## src/rtl/cpu_top_pkg.sv

```systemverilog
// cpu_top_pkg: shared widths, instruction field positions and opcode
// encodings for the cpu_top SIMD core and its vector ALU.
// Optional feature macro: CPU_TOP_MUL_EN (scalar MUL / vector VMUL).
package cpu_top_pkg;

    localparam int INST_W  = 13;
    localparam int PC_W    = 10;
    localparam int DADDR_W = 4;
    localparam int SDATA_W = 16;
    localparam int LANE_W  = 4;
    localparam int LANES   = 4;
    localparam int NREG    = 8;
    localparam int RIDX_W  = 3;

    // Instruction field bit positions
    localparam int OP_LSB  = 0;
    localparam int OP_MSB  = 3;
    localparam int RS2_LSB = 4;
    localparam int RS2_MSB = 6;
    localparam int RS1_LSB = 7;
    localparam int RS1_MSB = 9;
    localparam int RD_LSB  = 10;
    localparam int RD_MSB  = 12;
    localparam int OFF_LSB = 4;
    localparam int OFF_MSB = 9;

    typedef enum logic [3:0] {
        OP_ADD   = 4'b0000,
        OP_VADD  = 4'b0001,
        OP_SUB   = 4'b0010,
        OP_VSUB  = 4'b0011,
        OP_MUL   = 4'b0100,
        OP_VMUL  = 4'b0101,
        OP_BNEZ  = 4'b0110,
        OP_BEQZ  = 4'b0111,
        OP_LOAD  = 4'b1000,
        OP_VLOAD = 4'b1001,
        OP_ADDI  = 4'b1010
    } opcode_e;

    typedef enum logic [1:0] {
        VOP_ADD = 2'd0,
        VOP_SUB = 2'd1,
        VOP_MUL = 2'd2
    } vop_e;

endpackage

```

## src/rtl/cpu_top_vec_alu.sv

```systemverilog
// cpu_top_vec_alu: 4-lane x 4-bit vector ALU, purely combinational.
// Ports: vop (operation select), a/b (packed lane operands, lane0 in the
// low nibble), y (packed lane results, each lane wrapping at 4 bits).
// Optional feature macro: CPU_TOP_MUL_EN enables the lane multipliers.
module cpu_top_vec_alu
    import cpu_top_pkg::*;
(
    input  vop_e                      vop,
    input  logic [LANES*LANE_W-1:0]   a,
    input  logic [LANES*LANE_W-1:0]   b,
    output logic [LANES*LANE_W-1:0]   y
);

    always_comb begin
        y = '0;
        for (int k = 0; k < LANES; k++) begin
            case (vop)
                VOP_ADD: y[k*LANE_W +: LANE_W] = a[k*LANE_W +: LANE_W] + b[k*LANE_W +: LANE_W];
                VOP_SUB: y[k*LANE_W +: LANE_W] = a[k*LANE_W +: LANE_W] - b[k*LANE_W +: LANE_W];
`ifdef CPU_TOP_MUL_EN
                // Product truncated to the lane width
                VOP_MUL: y[k*LANE_W +: LANE_W] = a[k*LANE_W +: LANE_W] * b[k*LANE_W +: LANE_W];
`endif
                default: y[k*LANE_W +: LANE_W] = '0;
            endcase
        end
    end

endmodule

```

## src/rtl/cpu_top.sv

```systemverilog
// cpu_top: single-cycle single-issue SIMD core. 8 x 16-bit scalar
// registers, 8 x (4 lanes x 4-bit) vector registers, read-only memories.
// Ports: clk, rst (synchronous, active-low); instruction_in / inst_addr
// (combinational instruction fetch, PC); data_addr / data_in (scalar
// memory); data_addr0..3 / data_in0..3 (vector lane memories).
// Optional feature macro: CPU_TOP_MUL_EN (MUL/VMUL; otherwise NOP).
module cpu_top
    import cpu_top_pkg::*;
(
    input  logic                 clk,
    input  logic                 rst,
    input  logic [INST_W-1:0]    instruction_in,
    output logic [PC_W-1:0]      inst_addr,
    output logic [DADDR_W-1:0]   data_addr,
    input  logic [SDATA_W-1:0]   data_in,
    output logic [DADDR_W-1:0]   data_addr0,
    output logic [DADDR_W-1:0]   data_addr1,
    output logic [DADDR_W-1:0]   data_addr2,
    output logic [DADDR_W-1:0]   data_addr3,
    input  logic [LANE_W-1:0]    data_in0,
    input  logic [LANE_W-1:0]    data_in1,
    input  logic [LANE_W-1:0]    data_in2,
    input  logic [LANE_W-1:0]    data_in3
);

    logic [SDATA_W-1:0]        sregs [NREG];
    logic [LANES*LANE_W-1:0]   vregs [NREG];

    opcode_e                   op;
    logic [RIDX_W-1:0]         rd, rs1, rs2;
    logic [2:0]                imm3;
    logic signed [5:0]         off6;
    logic signed [PC_W-1:0]    off_ext;

    logic [SDATA_W-1:0]        rs1_val, rs2_val, rd_val;
    logic [DADDR_W-1:0]        ld_base;

    logic                      s_we, v_we;
    logic [SDATA_W-1:0]        s_res;
    logic [LANES*LANE_W-1:0]   v_res, valu_y;
    vop_e                      vop;
    logic [PC_W-1:0]           pc_next;

    assign op      = opcode_e'(instruction_in[OP_MSB:OP_LSB]);
    assign rd      = instruction_in[RD_MSB:RD_LSB];
    assign rs1     = instruction_in[RS1_MSB:RS1_LSB];
    assign rs2     = instruction_in[RS2_MSB:RS2_LSB];
    assign imm3    = instruction_in[RS2_MSB:RS2_LSB];
    assign off6    = instruction_in[OFF_MSB:OFF_LSB];
    assign off_ext = {{(PC_W-6){off6[5]}}, off6};

    // R0 is never written, so reading it always yields the reset zero
    assign rs1_val = sregs[rs1];
    assign rs2_val = sregs[rs2];
    assign rd_val  = sregs[rd];
    assign ld_base = rs1_val[DADDR_W-1:0] + DADDR_W'(imm3);

    cpu_top_vec_alu u_vec_alu (
        .vop (vop),
        .a   (vregs[rs1]),
        .b   (vregs[rs2]),
        .y   (valu_y)
    );

    always_comb begin
        s_we       = 1'b0;
        v_we       = 1'b0;
        s_res      = '0;
        v_res      = valu_y;
        vop        = VOP_ADD;
        pc_next    = inst_addr + PC_W'(1);
        data_addr  = '0;
        data_addr0 = '0;
        data_addr1 = '0;
        data_addr2 = '0;
        data_addr3 = '0;
        case (op)
            OP_ADD:  begin s_we = 1'b1; s_res = rs1_val + rs2_val; end
            OP_SUB:  begin s_we = 1'b1; s_res = rs1_val - rs2_val; end
            OP_ADDI: begin s_we = 1'b1; s_res = rs1_val + SDATA_W'(imm3); end
            OP_VADD: begin v_we = 1'b1; vop = VOP_ADD; end
            OP_VSUB: begin v_we = 1'b1; vop = VOP_SUB; end
`ifdef CPU_TOP_MUL_EN
            OP_MUL:  begin s_we = 1'b1; s_res = rs1_val * rs2_val; end
            OP_VMUL: begin v_we = 1'b1; vop = VOP_MUL; end
`endif
            OP_BNEZ: if (rd_val != '0) pc_next = inst_addr + off_ext;
            OP_BEQZ: if (rd_val == '0) pc_next = inst_addr + off_ext;
            OP_LOAD: begin
                data_addr = ld_base;
                s_we      = 1'b1;
                s_res     = data_in;
            end
            OP_VLOAD: begin
                // Consecutive lane addresses wrap within the 16-entry space
                data_addr0 = ld_base;
                data_addr1 = ld_base + DADDR_W'(1);
                data_addr2 = ld_base + DADDR_W'(2);
                data_addr3 = ld_base + DADDR_W'(3);
                v_we       = 1'b1;
                v_res      = {data_in3, data_in2, data_in1, data_in0};
            end
            default: ;
        endcase
    end

    always_ff @(posedge clk) begin
        if (!rst) begin
            inst_addr <= '0;
            for (int i = 0; i < NREG; i++) begin
                sregs[i] <= '0;
                vregs[i] <= '0;
            end
        end else begin
            inst_addr <= pc_next;
            if (s_we && (rd != '0)) sregs[rd] <= s_res;
            if (v_we)               vregs[rd] <= v_res;
        end
    end

endmodule

```

## config.mk

```make
export PLATFORM = sky130hd
export DESIGN_NAME = cpu_top
export DESIGN_NICKNAME = d
export VERILOG_FILES = /design/src/rtl/cpu_top_pkg.sv /design/src/rtl/cpu_top_vec_alu.sv /design/src/rtl/cpu_top.sv
export SDC_FILE = /design/constraint.sdc
export NUM_CORES = 1
export LEC_CHECK = 0
export CORE_MARGIN = 2
export CORE_UTILIZATION = 37
export CTS_CLUSTER_DIAMETER = 200
export CTS_CLUSTER_SIZE = 10
export DETAILED_ROUTE_END_ITERATION = 7
export SLEW_MARGIN = 0
export SYNTH_ARGS = -nofsm -noshare
export SYNTH_HDL_FRONTEND = slang
export SYNTH_SLANG_ARGS = --single-unit
```

## constraint.sdc

```tcl
create_clock -name clk -period 6.5 [get_ports clk]
set_input_delay 0.65 -clock clk [delete_from_list [all_inputs] [get_ports clk]]
set_output_delay 0.65 -clock clk [all_outputs]
set_load 0.05 [all_outputs]
```

# Yosys cells after proc, flatten, opt, wreduce, memory -nomap -nowiden
# Memory sizes are Yosys's and may differ from the RTL's.
# Index checks and enable logic that the tools add are counted.
[word_totals] ff_bits=10 ram_bits=128 in_bits=47 out_inout_bits=30 wordCells=41 mem_count=1
[op_classes] n_addsub=9 eq_ne=6 n_mux=17 n_reduce_logical=7
[mem_list] name="sregs" depth=8 width=16 rd=3 rd_ports_with_merged_regs=0 write_ports=8 line_no="cpu_top.sv:26" source="logic [SDATA_W-1:0] sregs [NREG];"
[ops] cell="16-bit one-hot mux with 4 select lines" n=1
[ops] cell="10-bit two-way mux" n=2
[ops] cell="4-bit two-way mux" n=5
[ops] cell="10-bit one-hot mux with 2 select lines" n=1
[ops] cell="16-bit adder" n=1
[ops] cell="16-bit by 3-bit adder with 16-bit output" n=1
[ops] cell="16-bit zero test" n=1
[ops] cell="16-bit two-way mux" n=1
[ops] cell="16-bit nonzero test" n=1
[ops] cell="16-bit OR reduction" n=1
[ops] cell="16-bit subtractor" n=1
[ops] cell="4-bit equality test (second input constant)" n=3
[ops] cell="10-bit by 1-bit adder with 10-bit output (second input constant)" n=1
[ops] cell="10-bit adder" n=1
[ops] cell="4-bit by 2-bit adder with 4-bit output (second input constant)" n=2
[ops] cell="4-bit by 3-bit equality test with 1-bit output (second input constant)" n=2
[ops] cell="1-bit two-way mux" n=6
[ops] cell="4-bit by 1-bit adder with 4-bit output (second input constant)" n=1
[ops] cell="4-bit by 3-bit adder with 4-bit output" n=1
[ops] cell="4-bit by 2-bit equality test with 1-bit output (second input constant)" n=1
[ops] cell="4-bit zero test" n=1
[ops] cell="4-bit OR reduction" n=1
[ops] cell="3-bit two-way mux" n=1
[ops] cell="3-bit nonzero test" n=1
[ops] cell="1-bit logical AND" n=1

# Depth between registers and ports, before layout
[depth] depth_word=9 depth_mapped=24 mapped_depth_nobuf=20

# Worst setup path before layout
# No wires, ideal clock.
[synth_timing] path_type="input to register" startpoint="input port instruction_in[4]" endpoint="memory sregs[1][15], data pin" setup_ps=266 arrival_ps=5077 required_ps=6234 path_slack_ps=1157 path_stages=21 path_buffers=4 cell_sequence="buf_6 buf_12 buf_6 buf_6 mux4_2 mux2i_1 ha_1 nand3_1 nor4_1 nor3_1 a21oi_1 o21ai_0 ha_1 a41o_1 a221oi_2 nor2b_1 o41ai_1 a21oi_2 xnor2_1 mux2i_4 a21oi_1"
[synth_rtl] element="start, declared" line_no="cpu_top.sv:12" source="input logic [INST_W-1:0] instruction_in,"
[synth_rtl] element="end, declared" line_no="cpu_top.sv:26"

==> metrics.md <==
| Metric | Value |
|---|---|
| Crit-path cells | buf_2, buf_12, mux4_2, mux2i_4, nand2_4, nor4_4, nand2_1, nand3_1, o21a_1, o22ai_1, ha_1, a41o_1, a221oi_2, nor2b_1, o41ai_1, a21oi_2, xnor2_1, mux2i_4, a21oi_1 |
| Combinational group share of total power | 0.219 |
| Post-synth top flop | edfxtp_1 |
| Peak supply drop | about 0.16 mV |
| Die H | ~170 um |
| Setup Crit Path Kind | in -> reg |
| Reg power frac | 0.390 |
| Nets@finish | between 1,000 and 1,500 |
| Sequential cell area fraction in the yosys report | 0.421 |
| Fin cells | 1,269 |
| Post-synth EDFFs | approximately 130 |
| Final worst slack | around 830 ps |
| Switching share of total power | 0.296 |
| Net load switching power | around 800 uW |
| Layout Utilization | 0.444 |
| Share of layout cells above drive strength 1 | 0.152 |
| First-pass GRT wire length | about 47,000 um |
| Port Buffers | 60 |
| Area Growth Syn to Fin | 17.0% |
| Syn Area/Cell | between 10 and 15 sq um |
| Grt ovf | 0 |
| Total CTS buffers | 17 |
| RSZ-0062 raised after global routing | false |
| Pre-CTS WS | 504 ps |
| Largest net degree at the start of global routing | 27 |
| Slew @ Worst Pin | roughly 1300 ps |
| Worst-path fanout max | 23 |
| Count of final hold-check violations | 0 |
| Setup TNS Final | 0 ps |
| Die area | ~27,000 sq um |
| Clock Root Buffer | clkbuf_16 |
| Clk_lat worst skew | between 400 and 500 ps |
| Pre-antenna DRT Iters | 5 |
| RePlAce Congestion | roughly 0.94 |
| Mapped cell area | just under 10,000 sq um |
| Rows | 58 |
| Final Skew | roughly 10 ps |
| Critical Path RT | approximately 6700 ps |
| Storage element area | about 4000 sq um |
| Top delay family on crit path | compound AO/OA/AOI/OAI gates |
| Syn Inst Count | 855 |
| WL/cell | around 25 um |
| 1st-iter DRT viols | about 900 |
| Final Power | around 2700 uW |
| Slowest stage delay, CP | around 550 ps |
| # placed instances | 1,237 |
| Hold crit path type | reg -> reg |
| Synthesized flop and latch total | ~140 |
| Top-count cell post-synth | nor2_1 |
| Number of global-route vias before repair | 7,584 |
| Endpoints failing setup | 0 |
| Io pins | 77 |
| Clock network power share | 0.390 |
| Initial cell density of the core | 0.379 |
| Post-DP HPWL | 22,100 um |
| Core ar. | 25,300 sq um |
| Synthesis warning total | 0 |
| Most used cell along the critical path | mux2i_4 |
| Post-cts sizing count | 0 |
| Final period util | 0.872 |
| Slew Limit Fails | 0 |
| Arrival @ worst endpoint | between 5000 and 6000 ps |
| Initial antenna violation count | 0 |
| Die Wd | between 150 and 200 um |
| Gr usage total | 0.238 |
| Area of the multi-input gates | roughly 5300 sq um |
| DR vias | around 8,000 |
| Post-synth cell types | 75 |
| Bufs on Longest Clock Path | 2 |
| Internal power | around 1900 uW |
| # DRC | 0 |
| Slew headroom | 0.164 |
| Clk slew on worst S/H paths | roughly 70 ps |
| H-tree level count | 4 |
| Maxcap violations | 0 |
| Top cells by count, synth | 146 x nor2_1, 128 x edfxtp_1, 70 x nand2_1 |
| Max Freq | 0.177 GHz |
| Post-layout min period | roughly 5700 ps |
| Number of buffers added for setup after CTS | 0 |
| Pwr dens | between 200 and 250 nW/um^2 |
| Fillers | ~2,300 |
| Leakage power | roughly 0.0040 uW |
| TritonCTS clock tree | built |
| Vias per cell | slightly above 6 |
| Area contributors post-synth | edfxtp_1 40%, mux4_2 12%, nor2_1 5.7% |
| Final ANT Viol Nets | 0 |
| CP Capture Type | register |
| Buffers & Inverters on Critical Path | 2 |
| Hold bufs inserted after CTS | 0 |
| Routed WL | approximately 31,000 um |
| FFs w/ async S/R, synth | 0 |
| Synth top area share | 0.400 |
| Status | complete, no violations |
| Startpoint Class | input pin |
| # clock sinks | approximately 140 |
| Yosys top cell by area | edfxtp_1 |
| Antenna Diode Count | 0 |
| Worst path slowest cell | mux4_2 |
-- path summary, 6_finish.rpt --
kind | start | to | slack, ps | cells after the start
min reg2reg | inst_addr[0]$_SDFF_PN0_ | inst_addr[0]$_SDFF_PN0_ | 550 | 1
min | inst_addr[0]$_SDFF_PN0_ | inst_addr[0]$_SDFF_PN0_ | 550 | 1
max | instruction_in[4] | sregs[6][15]$_SDFFCE_PN0P_ | 830 | 19
max reg2reg | sregs[1][2]$_SDFFCE_PN0P_ | sregs[6][15]$_SDFFCE_PN0P_ | 1170 | 17
-- flip-flops by register name, indices dropped and copies added, names as in the netlist --
name       cells
sregs        128
inst_addr     10
-- per-stage QoR --
stage               area (sq um)  hold WS, ps
detailed placement         10600          544
finish                     11200          550
CTS                        11200          554
global route               11200          597
global placement           10600          534
floorplan                   9660          759
-- logic make-up after synthesis --
logic type / synth area share
AOI/OAI and AO/OA: 0.107
xor gates and xnor gates: 0.0272
adders and majority gates: 0.0492
buffers and inverters: 0.0314
DFF: 0.421
muxes: 0.202
other: 0.000390
and+or+nand+nor: 0.162
-- layout by cell type (no fill, tap or decap), types with 10 or more instances in the layout --
cell type	count
dfxtp_1	10
edfxtp_1	128
nand3_1	16
nor3_1	32
clkbuf_16	17
buf_4	22
a21oi_1	38
mux4_2	50
ha_1	33
clkdlybuf4s50_1	57
a211oi_1	10
o21ai_0	14
inv_1	17
mux2i_1	10
xnor2_1	19
conb_1	16
nor2_1	146
a31oi_1	28
nor4_1	24
mux4_1	15
nand2_1	70
mux2_2	21
-- power by group through the flow --
stage	Combinational, uW	Clock [uW]	Sequential (uW)
5_1_grt	644	1090	1060
3_3_place_gp	578	0	1070
6_report	593	1050	1050
3_5_place_dp	583	0	1070
4_1_cts	588	1060	1050
2_1_floorplan	421	0	1060
-- per-layer routing --
| layer | global-route usage | share of wire | routed length (um) |
|---|---|---|---|
| met5 | 0 | 0 | 0 |
| met4 | 0.112 | 0.045 | 1400 |
| met3 | 0.0427 | 0.089 | 2800 |
| met2 | 0.385 | 0.47 | 14700 |
| met1 | 0.310 | 0.40 | 12400 |
-- cell type report --
class	count	area share
clock buffer	18	0.0382
tap	330	0.0367
clock inverter	14	0.0173
timing repair buffer	83	0.0686
inverter	18	0.00601
sequential	138	0.360
multi-input combinational	668	0.474
No activity file was read; power rests on OpenSTA's default activity.
